--- config.mk ---
export PLATFORM = sky130hd
export DESIGN_NAME = tdm_mux8_tx
export DESIGN_NICKNAME = d
export VERILOG_FILES = /design/src/rtl/tdm_pkg.sv /design/src/rtl/slot_timer.sv /design/src/rtl/tdm_mux8_tx.sv
export SDC_FILE = /design/constraint.sdc
export NUM_CORES = 1
export LEC_CHECK = 0
export ABC_AREA = 0
export CAP_MARGIN = 20
export CORE_ASPECT_RATIO = 1.25
export CORE_UTILIZATION = 35
export DETAILED_ROUTE_END_ITERATION = 16
export HOLD_SLACK_MARGIN = 0.12
export SLEW_MARGIN = 20
export SYNTH_ARGS = -nofsm -noshare
export SYNTH_HDL_FRONTEND = slang
export SYNTH_SLANG_ARGS = --single-unit
--- constraint.sdc ---
create_clock -name clk -period 3.35 [get_ports clk]
set_clock_uncertainty 0.15 [all_clocks]
set_input_delay 0.335 -clock clk [delete_from_list [all_inputs] [get_ports clk]]
set_output_delay 0.335 -clock clk [all_outputs]
set_load 0.1 [all_outputs]
--- src/rtl/tdm_pkg.sv ---
// tdm_pkg: constants and types shared by both ends of the 8-channel TDM link.
//   NCH    - number of channels (slots) per frame
//   SEL_W  - width of the slot select bus driven to the demultiplexer
//   state_t- transmitter frame state
package tdm_pkg;

  localparam int NCH   = 8;
  localparam int SEL_W = 3;

  typedef enum logic {
    IDLE  = 1'b0,
    SHIFT = 1'b1
  } state_t;

endpackage

--- src/rtl/slot_timer.sv ---
// slot_timer: counts enabled clock cycles within one TDM slot.
// Ports:
//   clk      in  rising-edge clock
//   rst      in  synchronous active-high reset
//   En       in  count enable (counter holds while low)
//   clear    in  hold the counter at zero (no frame in progress)
//   slot_end out high during the last enabled cycle of a slot
module slot_timer #(
  parameter int SLOT_CYCLES = 1
) (
  input  logic clk,
  input  logic rst,
  input  logic En,
  input  logic clear,
  output logic slot_end
);

  localparam int            CW   = $clog2(SLOT_CYCLES) + 1;
  localparam logic [CW-1:0] LAST = CW'(SLOT_CYCLES - 1);

  logic [CW-1:0] r_cnt;

  // Only an enabled cycle can end a slot, so a frozen link never advances.
  assign slot_end = En && !clear && (r_cnt == LAST);

  always_ff @(posedge clk) begin
    if (rst || clear) begin
      r_cnt <= '0;
    end else if (En) begin
      r_cnt <= slot_end ? '0 : r_cnt + 1'b1;
    end
  end

endmodule

--- src/rtl/tdm_mux8_tx.sv ---
// tdm_mux8_tx: 8-to-1 time-division multiplexing transmitter.
// Accepts 8-bit words on a Load/Ready handshake and sends them LSB-first,
// one bit per slot, on F while S carries the slot index for the demux.
// Ports:
//   clk    in   rising-edge clock
//   rst    in   synchronous active-high reset
//   En     in   1 = advance slots, 0 = freeze transmission
//   D      in   parallel word, D[k] goes out in slot k
//   Load   in   D valid; accepted when Load && Ready
//   Ready  out  holding register empty
//   F      out  serial data
//   S      out  current slot index
//   Sync   out  first cycle of slot 0 of each frame
//   Done   out  final cycle of slot 7 of each frame
module tdm_mux8_tx
  import tdm_pkg::*;
#(
  parameter int SLOT_CYCLES = 1
) (
  input  logic             clk,
  input  logic             rst,
  input  logic             En,
  input  logic [NCH-1:0]   D,
  input  logic             Load,
  output logic             Ready,
  output logic             F,
  output logic [SEL_W-1:0] S,
  output logic             Sync,
  output logic             Done
);

  localparam logic [SEL_W-1:0] LAST_SLOT = SEL_W'(NCH - 1);

  state_t           r_state,   w_state_next;
  logic [NCH-1:0]   r_sr,      w_sr_next;
  logic [NCH-1:0]   r_hr,      w_hr_next;
  logic             r_hr_full, w_hr_full_next;
  logic             r_f,       w_f_next;
  logic [SEL_W-1:0] r_s,       w_s_next;
  logic             r_first,   w_first_next;

  logic             w_accept;
  logic             w_slot_end;
  logic             w_start;
  logic             w_hr_drain;
  logic [NCH-1:0]   w_start_word;
  logic [SEL_W-1:0] w_s_inc;

  slot_timer #(
    .SLOT_CYCLES(SLOT_CYCLES)
  ) u_slot_timer (
    .clk     (clk),
    .rst     (rst),
    .En      (En),
    .clear   (r_state == IDLE),
    .slot_end(w_slot_end)
  );

  assign w_accept = Load && !r_hr_full;
  assign w_s_inc  = r_s + 1'b1;

  always_comb begin
    w_state_next   = r_state;
    w_sr_next      = r_sr;
    w_hr_next      = r_hr;
    w_hr_full_next = r_hr_full;
    w_f_next       = r_f;
    w_s_next       = r_s;
    w_first_next   = r_first;
    w_start        = 1'b0;
    w_hr_drain     = 1'b0;
    w_start_word   = r_hr;

    case (r_state)
      IDLE: begin
        // A parked word has priority over a fresh one when the link resumes.
        if (En && r_hr_full) begin
          w_start    = 1'b1;
          w_hr_drain = 1'b1;
        end else if (En && w_accept) begin
          w_start      = 1'b1;
          w_start_word = D;
        end
      end
      SHIFT: begin
        if (En) begin
          w_first_next = 1'b0;
        end
        if (w_slot_end) begin
          if (r_s == LAST_SLOT) begin
            if (r_hr_full) begin
              w_start    = 1'b1;
              w_hr_drain = 1'b1;
            end else if (w_accept) begin
              w_start      = 1'b1;
              w_start_word = D;
            end else begin
              w_state_next = IDLE;
              w_f_next     = 1'b0;
              w_s_next     = '0;
            end
          end else begin
            w_s_next = w_s_inc;
            w_f_next = r_sr[w_s_inc];
          end
        end
      end
      default: w_state_next = IDLE;
    endcase

    if (w_start) begin
      w_state_next = SHIFT;
      w_sr_next    = w_start_word;
      w_f_next     = w_start_word[0];
      w_s_next     = '0;
      w_first_next = 1'b1;
    end

    if (w_hr_drain) begin
      w_hr_full_next = 1'b0;
    end
    // Any accepted word not sent straight into sr is parked in hr.
    if (w_accept && !(w_start && !w_hr_drain)) begin
      w_hr_next      = D;
      w_hr_full_next = 1'b1;
    end
  end

  always_ff @(posedge clk) begin
    if (rst) begin
      r_state   <= IDLE;
      r_sr      <= '0;
      r_hr      <= '0;
      r_hr_full <= 1'b0;
      r_f       <= 1'b0;
      r_s       <= '0;
      r_first   <= 1'b0;
    end else begin
      r_state   <= w_state_next;
      r_sr      <= w_sr_next;
      r_hr      <= w_hr_next;
      r_hr_full <= w_hr_full_next;
      r_f       <= w_f_next;
      r_s       <= w_s_next;
      r_first   <= w_first_next;
    end
  end

  assign Ready = !r_hr_full;
  assign F     = r_f;
  assign S     = r_s;
  // Sync lands on the first enabled cycle of slot 0; a frozen cycle shows 0.
  assign Sync  = (r_state == SHIFT) && r_first && En;
  assign Done  = (r_state == SHIFT) && w_slot_end && (r_s == LAST_SLOT);

endmodule

==> summary.md, run 1 <==
| Metric | Value |
|---|---|
| Status | completed |
| RSZ-0062 raised after global routing | false |
| Initial antenna violation count | 0 |
| Max-Cap Viols | 0 |
| Pleak | 0.5196 nW |
| Syn Area/Cell | 9.137 µm² |
| Residual DRC | 0 |
| Post-synth EDFFs | 0 |
| Post-Route Setup TNS | 0 ps |
| Critical path's largest stage delay | 570 ps |
| Core area | 0.003223 mm² |
| Dpl ws | 871.4 ps |
| Count leader, synth | dfxtp_1 |
| RR Endpoint | F$_SDFFE_PP0P_ |
| Sequential area share after synthesis | 40.76% |
| Crit path required time | 3370 ps |
| Top-area cell type share of the netlist area | 40.76% |
| Vias/cell | 5.433 |
| Worst r2r src | S[0]$_SDFFE_PP0P_ |
| Crit-path max FO | 8 |
| Fin. Hold Viols | 0 |
| Cell repeated most along the worst path | ha_1 |
| Reg2Reg Depth | 6 |
| Maximum vdd drop | 0.2319 mV |
| Hold path cells | 2 |
| Worst hold path endpoint | r_hr[0]$_SDFFE_PP0P_ |
| Crit path time final | 2416 ps |
| Final #Nets | 159 |
| Clock Pin Slew Worst Setup and Hold Paths | 90 ps |
| CTS Root Cell | clkbuf_8 |
| Worst slew pin tran | 964.3 ps |
| CP Capture Type | register |
| Cell Chain, Critical Path | ha_1 -> ha_1 -> nand2b_1 -> a211oi_4 -> mux2i_1 -> a221oi_2 |
| Worst hold path class | register to register |
| Insertion delay of the later-clocked pin in the worst-skew pair | 270 ps |
| # setup viols final | 0 |
| CP Class | register to register |
| Worst slew margin | 35.51% |
| Max Freq | 413.9 MHz |
| Core Util, Final | 44.45% |
| Syn nets | 144 |
| Final Power | 0.6927 mW |
| TritonCTS clock tree | yes |
| Final ANT Viol Nets | 0 |
| Dominant cells by area after synthesis | dfxtp_1 (41%), mux2i_1 (11%), a21oi_1 (5.5%), o21ai_0 (5.1%), a211oi_1 (5.1%) |
| Die ar. | 0.003605 mm² |
| Post-CTS Hold Fix Bufs | 0 |
| Post-CTS Setup Repair Bufs | 0 |
| Mapped Cells | 129 |
| GRT Resource Usage Total | 16.46% |
| CP arrival | 2440 ps |
| Most used DFF post-synth | dfxtp_1 |
| Ports | 19 |
| Period utilisation layout | 72.12% |
| PostCTS Resize Cnt | 0 |
| DP HPWL | 1.734 mm |
| Pwr dens | 483.5 mW/mm² |
| Synth cell count leaders | dfxtp_1 (24), a21oi_1 (13), mux2i_1 (13) |
| Warnings from Yosys | 0 |
| FP Rows | 23 |
| Largest net degree at the start of global routing | 30 |
| Inserted Diodes | 0 |
| Starting DRT DRC Count | 26 |
| Initial Util | 36.57% |
| Async SR Flop Fraction | 0% |
| PortBufs | 18 |
| First-pass GRT wire length | 4.264 mm |
| Dominant cell type by area after synthesis | dfxtp_1 |
| Yosys reg bits | 24 |
| Worst Path Buf+Inv | 0 |
| Number of global-route vias before repair | 960 |
| CTS H-Tree Depth | 1 |
| Final Wtd Congestion | 0.6920 |
| Final setup margin | 934.0 ps |
| Die height | 66.88 µm |
| Share of cells above drive strength 1 | 8.392% |
| Min-delay src | r_hr[0]$_SDFFE_PP0P_ |
| Final Max Slew Viols | 0 |
| Total clock sinks | 24 |
| Max clock buf depth | 2 |
| Fillers | 336 |
| Drt first pass iters | 4 |
| CP max-delay cell | a211oi_4 |
| Die W | 53.91 µm |
| Vias post-DR | 978 |
| DRT Wirelength | 2.409 mm |
| CTS Buf Count | 3 |
| Synth Cell Area | 0.001179 mm² |
| DR WL/cell | 13.38 µm |
| Startpoint Class | register |
| Register-to-Register Setup Slack | 930 ps |
| Layout area overhead | 21.55% |
| CP delay by family, top | compound AO/OA/AOI/OAI gates |
| Post-synthesis cell type count | 30 |
| GR Overflow Total | 0 |
==> final cells by class <==
type	instances	area (µm²)	share of cell area, %
well taps	37	46.29	3.231
inverters	3	11.26	0.7860
repair buffers	19	182.7	12.75
flip-flops and latches	24	480.5	33.54
clock buffers	3	41.29	2.882
multi-input cells	93	640.6	44.72
clock inverters	1	30.03	2.096
==> sequential cells by signal (all words and copies together) (netlist names) <==
signal	flops
u_slot_timer.r_cnt	1
r_hr	8
r_first	1
r_sr	8
F	1
r_hr_full	1
r_state	1
S	3
==> power by group <==
part | switching (mW) | internal [mW] | total (mW)
Sequential | 0.0133 | 0.304 | 0.318
Clock | 0.0930 | 0.160 | 0.253
Combinational | 0.0731 | 0.0492 | 0.122
==> worst max path at each step <==
| stage | startpoint | end | slack [ps] | depth (start not counted) |
|---|---|---|---|---|
| 3_5_place_dp | Load | F$_SDFFE_PP0P_ | 870 | 5 |
| 2_1_floorplan | S[0]$_SDFFE_PP0P_ | r_sr[0]$_SDFFE_PP0P_ | 520 | 6 |
| 3_3_place_gp | Load | r_sr[0]$_SDFFE_PP0P_ | 910 | 5 |
| 5_1_grt | S[0]$_SDFFE_PP0P_ | F$_SDFFE_PP0P_ | 730 | 6 |
| 6_report | S[0]$_SDFFE_PP0P_ | F$_SDFFE_PP0P_ | 930 | 6 |
| 4_1_cts | S[0]$_SDFFE_PP0P_ | F$_SDFFE_PP0P_ | 920 | 6 |
==> metrics by stage <==
step,std cells,area [µm²],hold slack [ps]
floorplan,129,1179,251.2
global placement,176,1361,309.4
detailed placement,176,1361,316.7
CTS,180,1433,329.1
global route,180,1433,370.1
finish,180,1433,328.3
==> cell usage in the layout, fill, tap and decap left out, types with 2 or more instances in the layout <==
cell type	count
mux2i_1	13
dfxtp_1	24
a21o_1	2
a211oi_1	8
nand2_1	2
inv_1	3
nor3_1	4
buf_4	3
nand3_1	8
clkbuf_8	3
nand2b_1	4
ha_1	3
nor2_1	11
a21oi_1	12
o21ai_0	12
clkdlybuf4s50_1	16
==> kinds of logic (layout without fill, tap and decap cells) <==
logic type      after synthesis  in the layout  synth area share (%)
simple gates                 37             37                 16.67
compound gates               39             39                 21.23
fa+ha+maj                     3              3                 3.185
flops                        24             24                 40.76
mux                          14             14                 12.95
buf+inv                      12             26                 5.201
==> per-layer routing <==
| metal | GRT usage (%) | wire, µm | up-vias | part of all wire, % |
|---|---|---|---|---|
| met4 | 7.895 | 51 | 0 | 2.1 |
| met3 | 2.968 | 102 | 5 | 4.2 |
| li1 | - | - | 497 | - |
| met5 | 0 | 0 | - | 0 |
| met2 | 26.54 | 1153 | 26 | 48 |
| met1 | 20.45 | 1102 | 450 | 46 |
==> worst min-delay path: stages (launching register included) <==
cell	delay, ps
dfxtp_1	310
o21ai_0	60
a21oi_1	60
(Power assumes the default switching activity.)
==> inputs of run 2 (changes only) <==
==> constraint.sdc (replaced) <==
create_clock -name clk -period 2.38 [get_ports clk]
set_clock_uncertainty 0.15 [all_clocks]
set_input_delay 0.238 -clock clk [delete_from_list [all_inputs] [get_ports clk]]
set_output_delay 0.238 -clock clk [all_outputs]
set_load 0.1 [all_outputs]
==> run 2 against run 1 <==
Against the previous run:
- combinational power rose by 45%
- clock power rose by 25%
- sequential power rose by 40%
- worst hold slack improved by 1.3 ps
- register-to-register slack got worse by 640 ps
- non-clock buffer count rose by 3
- total power rose by 35%
- die area did not move
- critical path depth rose by 1
- via count fell by 1.2%
- critical endpoint is now r_sr[4]$_SDFFE_PP0P_
- largest power group unchanged
- highest routed layer unchanged
==> summary.md, run 2 (synthesized netlist as in run 1, its figures left out) <==
| Metric | Value |
|---|---|
| PostCTS Resize Cnt | 0 |
| Net Sw Frac | 27.32% |
| Crit path required time | 2370 ps |
| Clock power frac | 33.6% |
| Insertion delay of the later-clocked pin in the worst-skew pair | 260 ps |
| Cell Chain, Critical Path | ha_1 -> ha_1 -> nand2b_1 -> a211oi_4 -> buf_4 -> mux2i_1 -> a211oi_1 |
| Initial Util | 36.57% |
| Total clock sinks | 24 |
| GR Overflow Total | 0 |
| Die ar. | 0.003605 mm² |
| FP Rows | 23 |
| Crit path time final | 2087 ps |
| CTS Root Cell | clkbuf_8 |
| Comb power frac | 18.9% |
| Initial antenna violation count | 0 |
| Internal Power | 0.6818 mW |
| Max Freq | 479.2 MHz |
| Commonest non-fill, non-tap cell in the layout | dfxtp_1 |
| Final Power | 0.9381 mW |
| Area of the multi-input gates | 640.6 µm² |
| Max-Cap Viols | 0 |
| First-pass GRT wire length | 4.519 mm |
| Largest net degree at the start of global routing | 30 |
| Register-to-Register Setup Slack | 290 ps |
| Vias post-DR | 966 |
| Number of global-route vias before repair | 975 |
| CP Capture Type | register |
| Clock Pin Slew Worst Setup and Hold Paths | 90 ps |
| Seq pwr share | 47.5% |
| Commonest non-fill, non-tap cells in the layout | dfxtp_1 (21), mux2i_1 (13), o21ai_0 (12), a21oi_1 (12) |
| Starting DRT DRC Count | 15 |
| Worst r2r src | S[0]$_SDFFE_PP0P_ |
| Period utilisation layout | 87.68% |
| Final ANT Viol Nets | 0 |
| CP delay by family, top | compound AO/OA/AOI/OAI gates |
| CTS Buf Count | 3 |
| Residual DRC | 0 |
| Core area | 0.003223 mm² |
| Status | completed |
| TritonCTS clock tree | yes |
| Net load switching power | 0.2563 mW |
| Max clock buf depth | 2 |
| RR Endpoint | r_sr[4]$_SDFFE_PP0P_ |
| Ports | 19 |
| Worst slew pin tran | 410.5 ps |
| Fillers | 336 |
| Post-CTS Hold Fix Bufs | 0 |
| Final setup margin | 293.3 ps |
| Maximum vdd drop | 0.3939 mV |
| Worst hold path class | register to register |
| Final Max Slew Viols | 0 |
| Pleak | 0.5480 nW |
| DP HPWL | 1.800 mm |
| Die W | 53.91 µm |
| CP Class | register to register |
| Fin. Hold Viols | 0 |
| Crit-path max FO | 7 |
| Vias/cell | 5.279 |
| Critical path's largest stage delay | 390 ps |
| Startpoint Class | register |
| Post-Route Setup TNS | 0 ps |
| Cell repeated most along the worst path | ha_1 |
| Die height | 66.88 µm |
| CTS H-Tree Depth | 1 |
| Worst slew margin | 72.51% |
| Dpl ws | 289.3 ps |
| # setup viols final | 0 |
| Inserted Diodes | 0 |
| Post-CTS Setup Repair Bufs | 0 |
| Worst Path Buf+Inv | 1 |
| Layout area overhead | 24.84% |
| Final #Nets | 162 |
| Final Wtd Congestion | 0.7249 |
| Share of cells above drive strength 1 | 15.75% |
| Drt first pass iters | 4 |
| Tightest hold margin | 329.5 ps |
| PortBufs | 18 |
| Pwr dens | 637.5 mW/mm² |
| GRT Resource Usage Total | 16.87% |
| DR WL/cell | 13.55 µm |
| Min-delay src | r_hr[4]$_SDFFE_PP0P_ |
| DRT Wirelength | 2.480 mm |
| Core Util, Final | 45.65% |
| Hold path cells | 2 |
| Worst hold path endpoint | r_hr[4]$_SDFFE_PP0P_ |
| CP max-delay cell | dfxtp_4 |
| Reg2Reg Depth | 7 |
| CP arrival | 2080 ps |
| Worst path depth | 7 |
| Reg area | 489.2 µm² |
| RSZ-0062 raised after global routing | false |
run 2: power groups by stage:
stage	sequential, mW	combinational (mW)	clock [mW]
detailed placement	0.455	0.178	0
floorplan	0.466	0.116	0
global placement	0.455	0.175	0
finish	0.445	0.177	0.315
global route	0.450	0.196	0.340
CTS	0.446	0.179	0.321
run 2: per-layer routing:
metal | share of wire (%) | GRT usage, % | vias to the layer above
li1 | - | - | 503
met1 | 50 | 22.90 | 448
met2 | 46 | 26.70 | 13
met3 | 2.5 | 2.740 | 2
met4 | 0.77 | 4.934 | 0
met5 | 0 | 0 | -
run 2: worst max-delay path by stage:
stage	startpoint	end	slack, ps
final	S[0]$_SDFFE_PP0P_	r_sr[4]$_SDFFE_PP0P_	290
after global routing	S[0]$_SDFFE_PP0P_	r_sr[2]$_SDFFE_PP0P_	140
after CTS	S[0]$_SDFFE_PP0P_	r_sr[2]$_SDFFE_PP0P_	250
after detailed placement	S[0]$_SDFFE_PP0P_	r_sr[2]$_SDFFE_PP0P_	290
after global placement	S[0]$_SDFFE_PP0P_	r_sr[7]$_SDFFE_PP0P_	360
after floorplan	S[0]$_SDFFE_PP0P_	r_sr[0]$_SDFFE_PP0P_	110
run 2: layout make-up:
class	instances	share of cell area, %
timing repair buffer	22	14.80
multi-input combinational	93	43.54
inverter	3	0.7653
clock buffer	4	4.507
sequential	24	33.25
tap	37	3.146
run 2: stage by stage:
stage / instance area [µm²] / std cells
final: 1471 / 183
after global routing: 1471 / 183
after CTS: 1471 / 183
after detailed placement: 1405 / 179
after global placement: 1405 / 179
after floorplan: 1187 / 129
run 2: tightest hold or removal path: cells and delay by family (launching register included):
kind	cells	cell delay, ps
AOI/OAI and AO/OA	2	120
DFF	1	310
